==> config.mk <==
export PLATFORM = sky130hd
export DESIGN_NAME = pipe_exe_mem_skid_flat
export DESIGN_NICKNAME = d
export VERILOG_FILES = /design/src/rtl/pipe_exe_mem_skid_if.sv /design/src/rtl/pipe_exe_mem_skid.sv /design/src/flat_wrapper.sv
export SDC_FILE = /design/constraint.sdc
export NUM_CORES = 1
export LEC_CHECK = 0
export CORE_ASPECT_RATIO = 0.75
export CORE_MARGIN = 3
export CORE_UTILIZATION = 54
export DETAILED_ROUTE_END_ITERATION = 16
export PLACE_DENSITY = 0.93
export SYNTH_ARGS = -nofsm -noshare
export SYNTH_HDL_FRONTEND = slang
export SYNTH_SLANG_ARGS = --single-unit
==> constraint.sdc <==
create_clock -name clk -period 3.7 [get_ports clk]
set_input_delay 0.37 -clock clk [delete_from_list [all_inputs] [get_ports clk]]
set_output_delay 0.37 -clock clk [all_outputs]
set_load 0.005 [all_outputs]
==> src/rtl/pipe_exe_mem_skid_if.sv <==
// pipe_exe_mem_skid_if: handshake bundle between the execute stage, the EXE->MEM skid register and the memory stage
// Signals:
//   flush                  - synchronous kill of all entries
//   valid_in / ready_out   - execute-side handshake
//   *E                     - execute-side bundle fields
//   valid_out / ready_in   - memory-side handshake
//   *M                     - memory-side bundle fields
//   occ                    - number of entries held
// Modports: master drives the execute side and ready_in; slave is the pipeline register.
interface pipe_exe_mem_skid_if #(parameter int DATA_W = 32, parameter int REG_W = 4);
  logic              flush;
  logic              valid_in;
  logic              ready_out;
  logic [DATA_W-1:0] ALUResultE;
  logic [DATA_W-1:0] WriteDataE;
  logic [REG_W-1:0]  WA3E;
  logic              RegWriteE;
  logic              MemWriteE;
  logic              MemToRegE;
  logic              valid_out;
  logic              ready_in;
  logic [DATA_W-1:0] ALUResultM;
  logic [DATA_W-1:0] WriteDataM;
  logic [REG_W-1:0]  WA3M;
  logic              RegWriteM;
  logic              MemWriteM;
  logic              MemToRegM;
  logic [1:0]        occ;
  modport master (
    output flush, valid_in, ALUResultE, WriteDataE, WA3E, RegWriteE, MemWriteE, MemToRegE, ready_in,
    input  ready_out, valid_out, ALUResultM, WriteDataM, WA3M, RegWriteM, MemWriteM, MemToRegM, occ
  );
  modport slave (
    input  flush, valid_in, ALUResultE, WriteDataE, WA3E, RegWriteE, MemWriteE, MemToRegE, ready_in,
    output ready_out, valid_out, ALUResultM, WriteDataM, WA3M, RegWriteM, MemWriteM, MemToRegM, occ
  );
endinterface

==> src/rtl/pipe_exe_mem_skid.sv <==
// pipe_exe_mem_skid: execute->memory pipeline register with valid/ready handshake and 2-entry skid buffer
// Ports:
//   clk - rising-edge clock
//   rst - synchronous, active-low reset
//   b   - slave side of pipe_exe_mem_skid_if (flush, E bundle in, M bundle out, occ)
module pipe_exe_mem_skid #(parameter int DATA_W = 32, parameter int REG_W = 4) (
  input logic clk,
  input logic rst,
  pipe_exe_mem_skid_if.slave b
);
  localparam int BW = 2*DATA_W + REG_W + 3;
  // encoding doubles as the occupancy count
  localparam logic [1:0] EMPTY = 2'd0, BUSY = 2'd1, FULL = 2'd2;
  logic [1:0]    r_state, w_nxt;
  logic          r_ready;
  logic [BW-1:0] r_main, r_skid, w_in;
  logic          w_in_fire, w_out_fire, w_rw, w_mw;
  assign w_in = {b.ALUResultE, b.WriteDataE, b.WA3E, b.RegWriteE, b.MemWriteE, b.MemToRegE};
  assign w_in_fire = b.valid_in & r_ready;
  assign w_out_fire = b.valid_out & b.ready_in;
  always_comb
    w_nxt = b.flush ? EMPTY :
            r_state == EMPTY ? (w_in_fire ? BUSY : EMPTY) :
            r_state == BUSY ? ((w_in_fire & ~w_out_fire) ? FULL : (~w_in_fire & w_out_fire) ? EMPTY : BUSY) :
            (w_out_fire ? BUSY : FULL);
  always_ff @(posedge clk) begin
    if (!rst) begin
      r_state <= EMPTY;
      r_ready <= 1'b0;
      r_main  <= '0;
      r_skid  <= '0;
    end else begin
      r_state <= w_nxt;
      r_ready <= w_nxt != FULL;
      if (!b.flush) begin
        if (w_in_fire & (r_state == EMPTY | w_out_fire)) r_main <= w_in;
        else if (r_state == FULL & w_out_fire) r_main <= r_skid;
        // skid content only matters once FULL is entered, so capturing every accepted beat is harmless
        if (w_in_fire) r_skid <= w_in;
      end
    end
  end
  assign b.valid_out = r_state != EMPTY;
  assign b.ready_out = r_ready;
  assign b.occ = r_state;
  assign {b.ALUResultM, b.WriteDataM, b.WA3M, w_rw, w_mw, b.MemToRegM} = r_main;
  assign b.RegWriteM = w_rw & b.valid_out;
  assign b.MemWriteM = w_mw & b.valid_out;
endmodule

==> src/flat_wrapper.sv <==
// flat-port wrapper written by rule: the top's interface ports become plain ports
module pipe_exe_mem_skid_flat 
#(parameter int DATA_W = 32, parameter int REG_W = 4)
  (clk, rst, b_flush, b_valid_in, b_ALUResultE, b_WriteDataE, b_WA3E, b_RegWriteE, b_MemWriteE, b_MemToRegE, b_ready_in, b_ready_out, b_valid_out, b_ALUResultM, b_WriteDataM, b_WA3M, b_RegWriteM, b_MemWriteM, b_MemToRegM, b_occ);
  pipe_exe_mem_skid_if #(.DATA_W(DATA_W), .REG_W(REG_W)) b_i ();
  input logic clk;
  input logic rst;
  input wire logic [$bits(b_i.flush)-1:0] b_flush;
  input wire logic [$bits(b_i.valid_in)-1:0] b_valid_in;
  input wire logic [$bits(b_i.ALUResultE)-1:0] b_ALUResultE;
  input wire logic [$bits(b_i.WriteDataE)-1:0] b_WriteDataE;
  input wire logic [$bits(b_i.WA3E)-1:0] b_WA3E;
  input wire logic [$bits(b_i.RegWriteE)-1:0] b_RegWriteE;
  input wire logic [$bits(b_i.MemWriteE)-1:0] b_MemWriteE;
  input wire logic [$bits(b_i.MemToRegE)-1:0] b_MemToRegE;
  input wire logic [$bits(b_i.ready_in)-1:0] b_ready_in;
  output wire logic [$bits(b_i.ready_out)-1:0] b_ready_out;
  output wire logic [$bits(b_i.valid_out)-1:0] b_valid_out;
  output wire logic [$bits(b_i.ALUResultM)-1:0] b_ALUResultM;
  output wire logic [$bits(b_i.WriteDataM)-1:0] b_WriteDataM;
  output wire logic [$bits(b_i.WA3M)-1:0] b_WA3M;
  output wire logic [$bits(b_i.RegWriteM)-1:0] b_RegWriteM;
  output wire logic [$bits(b_i.MemWriteM)-1:0] b_MemWriteM;
  output wire logic [$bits(b_i.MemToRegM)-1:0] b_MemToRegM;
  output wire logic [$bits(b_i.occ)-1:0] b_occ;
  assign b_i.flush = b_flush;
  assign b_i.valid_in = b_valid_in;
  assign b_i.ALUResultE = b_ALUResultE;
  assign b_i.WriteDataE = b_WriteDataE;
  assign b_i.WA3E = b_WA3E;
  assign b_i.RegWriteE = b_RegWriteE;
  assign b_i.MemWriteE = b_MemWriteE;
  assign b_i.MemToRegE = b_MemToRegE;
  assign b_i.ready_in = b_ready_in;
  assign b_ready_out = b_i.ready_out;
  assign b_valid_out = b_i.valid_out;
  assign b_ALUResultM = b_i.ALUResultM;
  assign b_WriteDataM = b_i.WriteDataM;
  assign b_WA3M = b_i.WA3M;
  assign b_RegWriteM = b_i.RegWriteM;
  assign b_MemWriteM = b_i.MemWriteM;
  assign b_MemToRegM = b_i.MemToRegM;
  assign b_occ = b_i.occ;
  pipe_exe_mem_skid #(.DATA_W(DATA_W), .REG_W(REG_W)) u_core (.clk(clk), .rst(rst), .b(b_i));
endmodule
==> flow_summary.json <==
{
  "io_pins": 151,
  "hold_violations": 0,
  "hold_path_end": "u_core.r_skid[42]$_SDFFE_PN0P_",
  "io_buffers": 150,
  "timing.rr.start": "u_core.b.occ[1]$_SDFF_PN0_",
  "rsz0062_at_grt": "false",
  "htree_levels": 4,
  "gp_congestion": 0.789,
  "hold_buffers": 0,
  "power_density_mw_per_mm2": 510,
  "p_sw_share_pct": 22.0,
  "cts_resized": 0,
  "critical-path-top-delay-family": "compound AO/OA/AOI/OAI gates",
  "grt_pass1_wl_mm": 23.3,
  "p_int_uw": 3170,
  "r2r_cells": 6,
  "yosysTopAreaCellShare_pct": 46.1,
  "yosysTopAreaCell": "dfxtp_1",
  "power.share.clock_pct": 47.4,
  "die_h_um": 99.6,
  "netlist_area_mm2": 0.00630,
  "syn_to_final_growth_pct": 26.6,
  "cts_tree": "done",
  "slowest_delay_ns": 1.06,
  "r2r_end": "u_core.r_main[41]$_SDFFE_PN0P_",
  "nets": 842,
  "cap_violations": 0,
  "multiInputGateArea_mm2": 0.00266,
  "outcome": "finished, final reports clean",
  "fin_crit_ns": 2.71,
  "hold_path_depth": 2,
  "power_frac_seq_pct": 41.5,
  "tightest_slew_ns": 1.27,
  "tns_ns": 0,
  "cts_buffers": 17,
  "cp_cell_sequence": "nor2_2 -> inv_2 -> o311ai_4 -> buf_12 -> o21ai_0 -> a21oi_1",
  "hold_path.startpoint": "u_core.r_skid[42]$_SDFFE_PN0P_",
  "synth_warnings": 0,
  "synthDistinctLibCells": 23,
  "fp.dieW_um": 131,
  "num_rows": 33,
  "fin_skew_ns": 0.0107,
  "ys_seq_area_share_pct": 46.1,
  "min-delay-path-class": "flip-flop to flip-flop",
  "fmax_mhz": 369,
  "regArea_mm2": 0.00290,
  "avgViaCountPerCell": 5.43,
  "leakagePower_uw": 0.00316,
  "syn_nets": 790,
  "vias": 5000,
  "grt_pass1_vias": 4906,
  "antenna_found_initial": 1,
  "coreArea_mm2": 0.0111,
  "postRouteAntennaNets": 0,
  "routed_wl_mm": 14.7,
  "start_util_pct": 56.5,
  "grt.total_usage_pct": 22.4,
  "finalSetupViolations": 0,
  "synth_cells": 714,
  "dpl.hpwl_mm": 9.33,
  "power_uw": 4070,
  "path_clk_slew_ns": 0.06,
  "critical_path_buf_inv_count": 2,
  "root_buffer": "clkbuf_16",
  "grt_max_degree": 146,
  "worstSetupPathType": "flip-flop to flip-flop",
  "clk_latency_ns": 0.42,
  "post-cts-setup-buffer-count": 0,
  "dr.pass1.iters": 4,
  "nFillCells": 788,
  "startpoint_type": "flip-flop",
  "ys_ff_latch": 145,
  "critPathMaxFanout": 108,
  "drc": 0,
  "slew_violations": 0,
  "wl_per_cell_um": 15.9,
  "cp-end-kind": "flip-flop",
  "postSynthAreaPerCell_um2": 8.83,
  "cts_sinks": 145,
  "slew_headroom_pct": 15.1,
  "synth_area_leaders": "dfxtp_1 (46%), mux2i_1 (11%), nand2_1 (8.5%), a21boi_0 (8.5%), buf_4 (8.2%)",
  "first_iter_violations": 348,
  "pwr-share-comb_pct": 11.1,
  "dieArea_mm2": 0.0130,
  "gr-total-overflow": 0,
  "max-vdd-ir-drop_uv": 348,
  "r2r_slack_ns": 0.99,
  "switching_power_uw": 894,
  "utilization_pct": 71.6,
  "cp.required_ns": 4.04,
  "finalCritPeriodShare_pct": 73.3,
  "clk_path_buf_depth": 2,
  "critical_path_arrival_ns": 3.05,
  "drive_above_1_share_pct": 5.78,
  "critical_path.slowest_cell": "o311ai_4"
}
==> cells by family after synthesis <==
| family | count (synthesis) | share of synthesized area (%) |
|---|---|---|
| compound gates | 220 | 20.7 |
| simple gates | 153 | 9.67 |
| flops | 145 | 46.0 |
| buf+inv | 124 | 12.2 |
| mux | 72 | 11.4 |
==> worst max-delay path by stage <==
stage                                     from                        endpoint  slack [ns]  cells past startpoint
global placement                       b_flush  u_core.r_main[39]$_SDFFE_PN0P_        0.86                      5
global route        u_core.b.occ[1]$_SDFF_PN0_  u_core.r_main[48]$_SDFFE_PN0P_        0.76                      6
floorplan                           b_valid_in  u_core.r_main[10]$_SDFFE_PN0P_        2.27                      6
finish              u_core.b.occ[1]$_SDFF_PN0_  u_core.r_main[41]$_SDFFE_PN0P_        0.99                      6
CTS                 u_core.b.occ[1]$_SDFF_PN0_  u_core.r_main[41]$_SDFFE_PN0P_        1.03                      6
detailed placement                     b_flush  u_core.r_main[62]$_SDFFE_PN0P_        0.67                      5
==> final cells by class <==
cell class,instances,share of cell area [%]
Antenna cell,1,0.0314
Clock buffer,18,5.50
Clock inverter,14,2.93
Inverter,1,0.0470
Multi-Input combinational cell,445,33.3
Sequential cell,145,36.4
Tap cell,140,2.19
Timing Repair Buffer,156,19.7
==> state kept, by name, indices dropped and copies added (netlist names) <==
signal and flops:
u_core.r_skid 71, u_core.r_main 71, u_core.b.ready_out 1, u_core.b.occ 2
==> stage by stage <==
stage	hold WS [ns]	cells	setup WS, ns	cell area [um2]
finish	0.466	920	0.987	7980
global route	0.486	920	0.758	7980
CTS	0.468	919	1.03	7980
detailed placement	0.461	887	0.666	7310
global placement	0.453	887	0.858	7310
floorplan	0.443	714	2.27	6300
==> worst min-delay path: stages (launching register included) <==
cell,delay [ns]
dfxtp_1,0.31
nand2_1,0.05
a21boi_0,0.06
==> cells in the final DEF (no fill, tap or decap) <==
cell type and count:
clkdlybuf4s50_1 149, nand4bb_1 1, diode_2 1, inv_6 2
and3b_1 1, o21ai_0 63, mux2i_1 72, clkbuf_16 17
o311ai_4 1, nor4b_1 1, buf_4 5, clkinv_2 4
nor2_2 1, clkbuf_8 1, o21ai_1 10, clkinv_4 1
clkinvlp_4 1, and2_1 3, buf_12 2, inv_2 1
o21ai_4 1, nand2b_2 1, nand2_1 143, dfxtp_1 145
o31a_1 1, a21oi_1 73, nand4b_1 1, a21boi_0 71
nor2_4 1, bufinv_16 6
==> metal layers <==
metal	routed length (um)	vias up	part of all wire, %	global-route usage [%]
li1	-	2468	-	-
met1	6350	2351	43	28.9
met2	7070	160	48	35.2
met4	268	0	1.8	9.96
met3	971	21	6.6	5.74
met5	0	-	0	0
==> power groups by stage <==
stage | combinational (uW) | sequential, uW | clock, uW
detailed placement | 448 | 1720 | 0
global route | 493 | 1700 | 2020
global placement | 432 | 1710 | 0
CTS | 453 | 1690 | 1960
floorplan | 280 | 1700 | 0
finish | 450 | 1690 | 1930
==> cell usage after synthesis (all sizes together) <==
| cell type | n |
|---|---|
| nand4bb | 1 |
| o311ai | 1 |
| nand4b | 1 |
| nor2 | 2 |
| nor4b | 1 |
| buf | 86 |
| inv | 1 |
| o21ai | 74 |
| a21oi | 73 |
| nand2 | 143 |
| o31a | 1 |
| nand2b | 1 |
| clkbuf | 37 |
| and3b | 1 |
| and2 | 3 |
| dfxtp | 145 |
| a21boi | 71 |
| mux2i | 72 |
Power figures use the tool's default switching activity.
